**config.mk**
```make
export PLATFORM = sky130hd
export DESIGN_NAME = r2r_dac_stream_ctrl
export DESIGN_NICKNAME = d
export VERILOG_FILES = /design/src/rtl/r2r_dac_stream_ctrl.sv
export SDC_FILE = /design/constraint.sdc
export NUM_CORES = 1
export LEC_CHECK = 0
export BUFFER_PORTS_ARGS = -buffer_cell sky130_fd_sc_hd__buf_2
export CAP_MARGIN = 10
export CORE_MARGIN = 2
export CORE_UTILIZATION = 54
export CTS_BUF_LIST = sky130_fd_sc_hd__clkbuf_4 sky130_fd_sc_hd__clkbuf_8 sky130_fd_sc_hd__clkbuf_16
export DETAILED_ROUTE_END_ITERATION = 7
export MAX_ROUTING_LAYER = met4
export PLACE_DENSITY = 0.72
export SYNTH_ARGS = -nofsm -noshare
export SYNTH_HDL_FRONTEND = slang
export SYNTH_SLANG_ARGS = --single-unit
export TNS_END_PERCENT = 5
```
**constraint.sdc**
```tcl
create_clock -name clk -period 5.83 [get_ports clk]
set_input_delay 1.166 -clock clk [delete_from_list [all_inputs] [get_ports clk]]
set_output_delay 1.166 -clock clk [all_outputs]
set_load 0.02 [all_outputs]
```
**src/rtl/r2r_dac_stream_ctrl.sv**
```systemverilog
// Sample FIFO and rate pacer feeding the R2R ladder DAC code bus, with ramp/triangle test modes.
// Optional: define R2R_DAC_LOW_WATER_EN to add the registered fifo_low refill-request output.
module r2r_dac_stream_ctrl #(
  parameter int WIDTH = 8,
  parameter int DEPTH = 16,
  parameter int DIV_W = 16
) (
  input  logic                     clk,
  input  logic                     rst_n,
  input  logic                     ena,
  input  logic [1:0]               mode,
  input  logic [DIV_W-1:0]         div,
  input  logic [WIDTH-1:0]         in_data,
  input  logic                     in_valid,
  output logic                     in_ready,
  output logic [WIDTH-1:0]         dac_code,
  output logic                     dac_strobe,
  output logic                     underrun,
  output logic [$clog2(DEPTH):0]   fifo_level
`ifdef R2R_DAC_LOW_WATER_EN
  ,
  output logic                     fifo_low
`endif
);

  localparam int PTR_W = $clog2(DEPTH);
  localparam int LVL_W = PTR_W + 1;

  localparam logic [LVL_W-1:0] LVL_FULL = LVL_W'(DEPTH);
  localparam logic [LVL_W-1:0] LVL_LOW  = LVL_W'(DEPTH / 4);
  localparam logic [LVL_W-1:0] PTR_ONE  = LVL_W'(1);
  localparam logic [DIV_W-1:0] CNT_ONE  = DIV_W'(1);
  localparam logic [WIDTH-1:0] CODE_ONE = WIDTH'(1);
  localparam logic [WIDTH-1:0] CODE_MAX = '1;

  typedef enum logic [1:0] {
    M_HOLD   = 2'd0,
    M_STREAM = 2'd1,
    M_RAMP   = 2'd2,
    M_TRI    = 2'd3
  } mode_e;

  typedef enum logic {
    DIR_UP   = 1'b0,
    DIR_DOWN = 1'b1
  } dir_e;

  logic [WIDTH-1:0] mem [DEPTH];
  logic [LVL_W-1:0] wr_ptr;
  logic [LVL_W-1:0] rd_ptr;
  logic [PTR_W-1:0] wr_idx;
  logic [PTR_W-1:0] rd_idx;
  logic [DIV_W-1:0] count;
  dir_e             dir;
  mode_e            prev_mode;
  mode_e            mode_cur;
  logic             mode_change;
  logic             tick;
  logic             do_push;
  logic             do_pop;

  // Pointers carry one extra wrap bit so full and empty are distinguishable.
  always_comb begin
    mode_cur    = mode_e'(mode);
    wr_idx      = wr_ptr[PTR_W-1:0];
    rd_idx      = rd_ptr[PTR_W-1:0];
    fifo_level  = wr_ptr - rd_ptr;
    in_ready    = (fifo_level != LVL_FULL);
    mode_change = (mode_cur != prev_mode);
    tick        = ena && !mode_change && (count == div);
    do_push     = in_valid && in_ready;
    do_pop      = tick && (mode_cur == M_STREAM) && (fifo_level != '0);
  end

  always_ff @(posedge clk) begin
    if (do_push) begin
      mem[wr_idx] <= in_data;
    end
  end

  always_ff @(posedge clk) begin
    if (!rst_n) begin
      wr_ptr     <= '0;
      rd_ptr     <= '0;
      count      <= '0;
      dir        <= DIR_UP;
      prev_mode  <= M_HOLD;
      dac_code   <= '0;
      dac_strobe <= 1'b0;
      underrun   <= 1'b0;
`ifdef R2R_DAC_LOW_WATER_EN
      fifo_low   <= 1'b1;
`endif
    end else begin
      prev_mode  <= mode_cur;
      dac_strobe <= 1'b0;

      if (do_push) wr_ptr <= wr_ptr + PTR_ONE;
      if (do_pop)  rd_ptr <= rd_ptr + PTR_ONE;

      // A count already past a lowered div keeps running and wraps naturally.
      if (mode_change) begin
        count <= '0;
      end else if (ena) begin
        count <= (count == div) ? '0 : count + CNT_ONE;
      end

      if (mode_cur == M_HOLD) underrun <= 1'b0;

      if (mode_change) begin
        dir <= DIR_UP;
      end else if (tick) begin
        case (mode_cur)
          M_STREAM: begin
            if (fifo_level != '0) begin
              dac_code   <= mem[rd_idx];
              dac_strobe <= 1'b1;
            end else begin
              underrun <= 1'b1;
            end
          end
          M_RAMP: begin
            dac_code   <= dac_code + CODE_ONE;
            dac_strobe <= 1'b1;
          end
          M_TRI: begin
            dac_strobe <= 1'b1;
            if (dir == DIR_UP) begin
              if (dac_code == CODE_MAX) begin
                dir      <= DIR_DOWN;
                dac_code <= dac_code - CODE_ONE;
              end else begin
                dac_code <= dac_code + CODE_ONE;
              end
            end else begin
              if (dac_code == '0) begin
                dir      <= DIR_UP;
                dac_code <= dac_code + CODE_ONE;
              end else begin
                dac_code <= dac_code - CODE_ONE;
              end
            end
          end
          default: begin
          end
        endcase
      end

`ifdef R2R_DAC_LOW_WATER_EN
      fifo_low <= (fifo_level <= LVL_LOW);
`endif
    end
  end

endmodule

```
==> flow_summary.toml, run 1 <==
[cells_and_area]
layout-drive-gt1-share_pct = 21.4
final_nets = 630
fillerInstances = 1037
synthToLayoutAreaGrowth_pct = 11.8
antennaDiodeCount = 0
finalInstanceArea_sq_mm = 0.00858

[floorplanning]
initial_core_util_pct = 55.3
die_y_microns = 123
pin_count = 46
core_sq_mm = 0.0139
rows = 43
die_area_sq_mm = 0.0152
dieWidth_microns = 123

[sta]
timing.setup.tns_ns = 0
hold_viol_final = 0
min_period_ns = 3.93
min_period_over_period_pct = 67.4
relSlewSlack_pct = 23.2
worstMarginPinSlew_ns = 1.14
rsz0062_at_grt = "no"
hold_ws_ns = 0.489
timing.fmax_mhz = 255
finalMaxSlewViolations = 0
setup_viol = 0
finClkSkew_ns = 0.0140

[synth]
yosys_most_used_dff = "edfxtp_1"
synth_nets = 590
synth.avg_cell_area_sq_um = 14.1
synthArstFlopShare_pct = 0
synthTopCellsByArea = "edfxtp_1 (50%), dfxtp_1 (11%), mux4_2 (9.7%)"
synth_most_common_cell = "edfxtp_1"
synth_top_area_cell = "edfxtp_1"
yosys_register_bits = 171
synth_seq_area_share_pct = 61.3
netlist_instances = 546
yosys_warnings = 0
ys_types = 65
netlist_top_cells_count = "edfxtp_1 (128), nor2_1 (48), dfxtp_1 (43), mux4_2 (33), nand2_1 (31)"
netlist_area_sq_mm = 0.00768
synth_edf_count = 128
synth_top_area_share_pct = 50.1

[power]
total_power_uw = 2550
p_leak_uw = 0.00296
ir_drop_v = 0.000248
power_density_mw_per_mm2 = 298

[route]
drc = 0
dr.first_iter.drc_count = 459
vias = 4666
first_pass_iters = 6
ant_nets = 0
routed_wl_mm = 16.2
wl_per_cell_microns = 20.7
vias_per_cell = 5.99

[grt]
antenna_found_initial = 0
grt_overflow = 0
track_usage_pct = 23.3
grt_max_degree = 33
grt_pass1_wl_mm = 24.9
grt_pass1_vias = 4497

[placement]
gp_congestion = 0.888
dpl.hpwl_mm = 10.9
io_buffers = 45
place_area_sq_mm = 0.00799

[min_path]
hold_class = "flip-flop to flip-flop"

[setup_path]
critPathMaxFanout = 5
end_kind = "output pin"
startpoint_type = "flip-flop"
criticalPathCategory = "flip-flop to output pin"
cp.arrival_ns = 2.76
required_ns = 4.66

[clocking]
cts-resized-gates = 0
cts_buffers = 17
cts_post_setup_buffers_inserted = 0
htree_num_levels = 4
ctsHoldBuffers = 0
clk-insertion-delay-late_ns = 0.43
clock-root-buffer = "clkbuf_16"
cts_tree = "yes"
clkSinkCount = 171
ctsLongestPathBuffers = 2
path_clk_slew_ns = 0.07

[run]
cap_violations = 0

[run_status]
status = "finished clean"
[layout make-up]
class / instances / area [sq um] / area share (%)
sequential: 171 / 4710 / 54.9
multi-input combinational: 327 / 2740 / 32.0
clock buffer: 17 / 425 / 4.96
timing repair buffer: 49 / 250 / 2.92
tap: 180 / 225 / 2.63
clock inverter: 15 / 155 / 1.81
inverter: 20 / 75.1 / 0.875
[sequential cells by signal, indices dropped and copies added (netlist names), named ones only]
signal and cells:
count 16, dac_code 8, dac_strobe 1, dir 1, mem 128, prev_mode 2
rd_ptr 5, underrun 1, wr_ptr 5
[cells in the final DEF (no fill, tap or decap), types with 8 or more instances in the layout]
master	n
edfxtp_1	128
nor2_1	48
xor2_1	24
xnor2_1	18
dfxtp_1	42
nand4_1	8
mux4_2	33
inv_1	19
nand2_1	31
clkbuf_16	17
nand3_1	20
nor3_1	11
buf_2	47
mux2i_1	17
ha_1	13
a21oi_1	14
[worst max-delay path, cell delays in order, from the launching register on]
cell and delay (ns):
dfxtp_1 0.42, inv_1 0.11, ha_1 0.22, inv_1 0.08
fa_1 0.45, nand3b_1 0.18, a211oi_1 0.36, o211ai_1 0.27
buf_2 0.24
[logic make-up after synthesis]
group                      after synthesis  synth area share [%]
buffers and inverters                   48                  3.00
muxes                                   55                  12.6
AOI/OAI and AO/OA                       62                  5.95
adders and majority gates               14                  2.38
xor gates and xnor gates                42                  4.79
and+or+nand+nor                        154                  9.96
DFF                                    171                  61.3
[report_power, final]
part | switching [uW] | internal [uW]
clock | 508 | 605
combinational | 76.9 | 37.3
sequential | 6.04 | 1320
[stage by stage]
stage | cells | setup WS (ns) | util [%]
after detailed placement | 745 | 2.04 | 57.5
after CTS | 777 | 1.92 | 61.7
after floorplan | 546 | 2.09 | -
after global placement | 745 | 2.28 | 57.5
after global routing | 779 | 1.71 | 61.8
final | 779 | 1.90 | 61.8
[final timing paths]
kind	from	to	slack, ns	cells past startpoint
worst max-delay path	wr_ptr[0]	in_ready	1.90	8
worst max register to register	wr_ptr[0]	mem[2][7]	2.04	10
worst min-delay path	rd_ptr[4]	rd_ptr[4]	0.49	2
worst min register to register	rd_ptr[4]	rd_ptr[4]	0.49	2
[routing by layer]
layer	GRT usage [%]	vias to the layer above	share of wire [%]	routed length, microns
li1	-	2156	-	-
met1	31.1	2344	45	7290
met2	35.7	147	48	7790
met3	5.30	19	4.7	766
met4	8.10	0	1.9	310
met5	-	-	0	0
Note: power is estimated with default switching activity, not from simulation.
==> inputs of run 2 (changes only) <==
PLACE_DENSITY = 0.75   (was 0.72)
clock period = 3.6 ns   (was 5.83 ns; I/O delays follow)
==> flow_summary.toml, run 2 (synthesis gave the netlist of run 1 again) <==
[floorplanning]
core_sq_mm = 0.0139
rows = 43
die_area_sq_mm = 0.0152
die_y_microns = 123
pin_count = 46
initial_core_util_pct = 55.3
dieWidth_microns = 123

[power]
seqPwrFrac_pct = 52.4
p_sw_uw = 933
clockPowerShare_pct = 42.9
ir_drop_v = 0.000460
p_sw_share_pct = 22.8
p_comb_share_pct = 4.7
intPower_uw = 3170
power_density_mw_per_mm2 = 469
p_leak_uw = 0.00307

[route]
drc = 0
first_pass_iters = 6
routed_wl_mm = 16.6
vias = 4804
dr.first_iter.drc_count = 565
vias_per_cell = 6.00
wl_per_cell_microns = 20.7
ant_nets = 0

[setup_path]
end_kind = "output pin"
cp_cell_sequence = "inv_1 -> ha_1 -> inv_1 -> fa_1 -> nor3b_1 -> and4b_1 -> o211ai_1 -> buf_4 -> buf_2"
criticalPathCategory = "flip-flop to output pin"
critPathMaxFanout = 5
cp_common_cell = "inv_1"
crit_slowest_cell = "fa_1"
cp.arrival_ns = 2.61
required_ns = 2.88
startpoint_type = "flip-flop"
slowest_delay_ns = 0.44

[cells_and_area]
largest_reg_flops = 128
layout_commonest_cell = "edfxtp_1"
layout_common_cells = "edfxtp_1 (128), nor2_1 (48), buf_2 (45)"
stdcell_count = 801
top_register = "mem"
antennaDiodeCount = 0
synthToLayoutAreaGrowth_pct = 13.9
largestRegisters = "mem x128, count x16, dac_code x8"
layout-drive-gt1-share_pct = 24.3
final_nets = 652
fillerInstances = 986

[sta]
worstMarginPinSlew_ns = 0.683
rsz0062_at_grt = "no"
hold_ws_ns = 0.482
setup_viol = 0
timing.setup.tns_ns = 0
finClkSkew_ns = 0.00639
min_period_over_period_pct = 92.4
timing.fmax_mhz = 301
finalMaxSlewViolations = 0
hold_viol_final = 0
min_period_ns = 3.33
relSlewSlack_pct = 54.4

[run]
cap_violations = 0

[placement]
io_buffers = 45
dpl.hpwl_mm = 11.3
dp_cells = 767
gp_congestion = 0.864

[clocking]
ctsHoldBuffers = 0
path_clk_slew_ns = 0.06
clock-root-buffer = "clkbuf_16"
cts_buffers = 17
clkSinkCount = 171
cts_tree = "yes"
htree_num_levels = 4
ctsLongestPathBuffers = 2
clk-insertion-delay-late_ns = 0.43

[run_status]
status = "finished clean"

[grt]
grt_pass1_wl_mm = 26.1
use_met3_pct = 6.13
grt_max_degree = 24
track_usage_pct = 24.2
grt_pass1_vias = 4795
use_met1_pct = 31.2
grt_overflow = 0
top_usage_layer = "met2"
antenna_found_initial = 0
gr-usage-met2_pct = 37.5

[min_path]
hold_class = "flip-flop to flip-flop"
## run 2: metal layers
metal  wire length (microns)  up-vias  part of all wire, %
li1                        -     2196                    -
met1                    7140     2383                   43
met2                    7910      191                   48
met3                    1000       34                  6.0
met4                     497        0                  3.0
met5                       0        -                    0
## run 2: area by class of cell
cell class,count,area [sq um],area share [%]
flip-flops and latches,171,4710,53.8
inverters,20,75.1,0.859
repair buffers,71,420,4.81
well taps,180,225,2.58
clock inverters,15,138,1.57
clock buffers,17,425,4.87
multi-input cells,327,2750,31.5
## run 2: path summary, 6_finish.rpt
kind / cells past startpoint / slack, ns / endpoint / startpoint
max: 9 / 0.27 / in_ready / wr_ptr[0]
min: 2 / 0.48 / rd_ptr[4] / rd_ptr[4]
max reg2reg: 11 / 0.45 / mem[0][7] / wr_ptr[0]
min reg2reg: 2 / 0.48 / rd_ptr[4] / rd_ptr[4]
## run 2: worst max-delay path, delay by kind of cell, from the launching register on
| family | cells | cell delay [ns] |
|---|---|---|
| AOI/OAI and AO/OA | 1 | 0.12 |
| buffers and inverters | 4 | 0.50 |
| DFF | 1 | 0.42 |
| adders and majority gates | 2 | 0.65 |
| and+or+nand+nor | 2 | 0.48 |
## run 2: per-stage QoR
stage	utilization [%]	worst slack (ns)	instance area (sq um)	power (uW)
6_report	63.0	0.274	8740	4100
2_1_floorplan	-	-0.134	7680	2290
5_1_grt	63.0	0.160	8740	4210
3_5_place_dp	58.8	0.434	8160	2380
4_1_cts	62.8	0.172	8720	4110
3_3_place_gp	58.8	0.628	8160	2370
## run 2: power by group through the flow
stage	logic, uW	registers [uW]	clock network, uW
3_3_place_gp	180	2190	0
4_1_cts	190	2150	1770
2_1_floorplan	105	2190	0
3_5_place_dp	189	2190	0
5_1_grt	210	2150	1850
6_report	192	2150	1760
## run 2: repair_timing
action / CTS / global route
gates resized for setup: 0 / 1
setup buffers: 0 / 2
setup endpoints to repair: 0 / 1
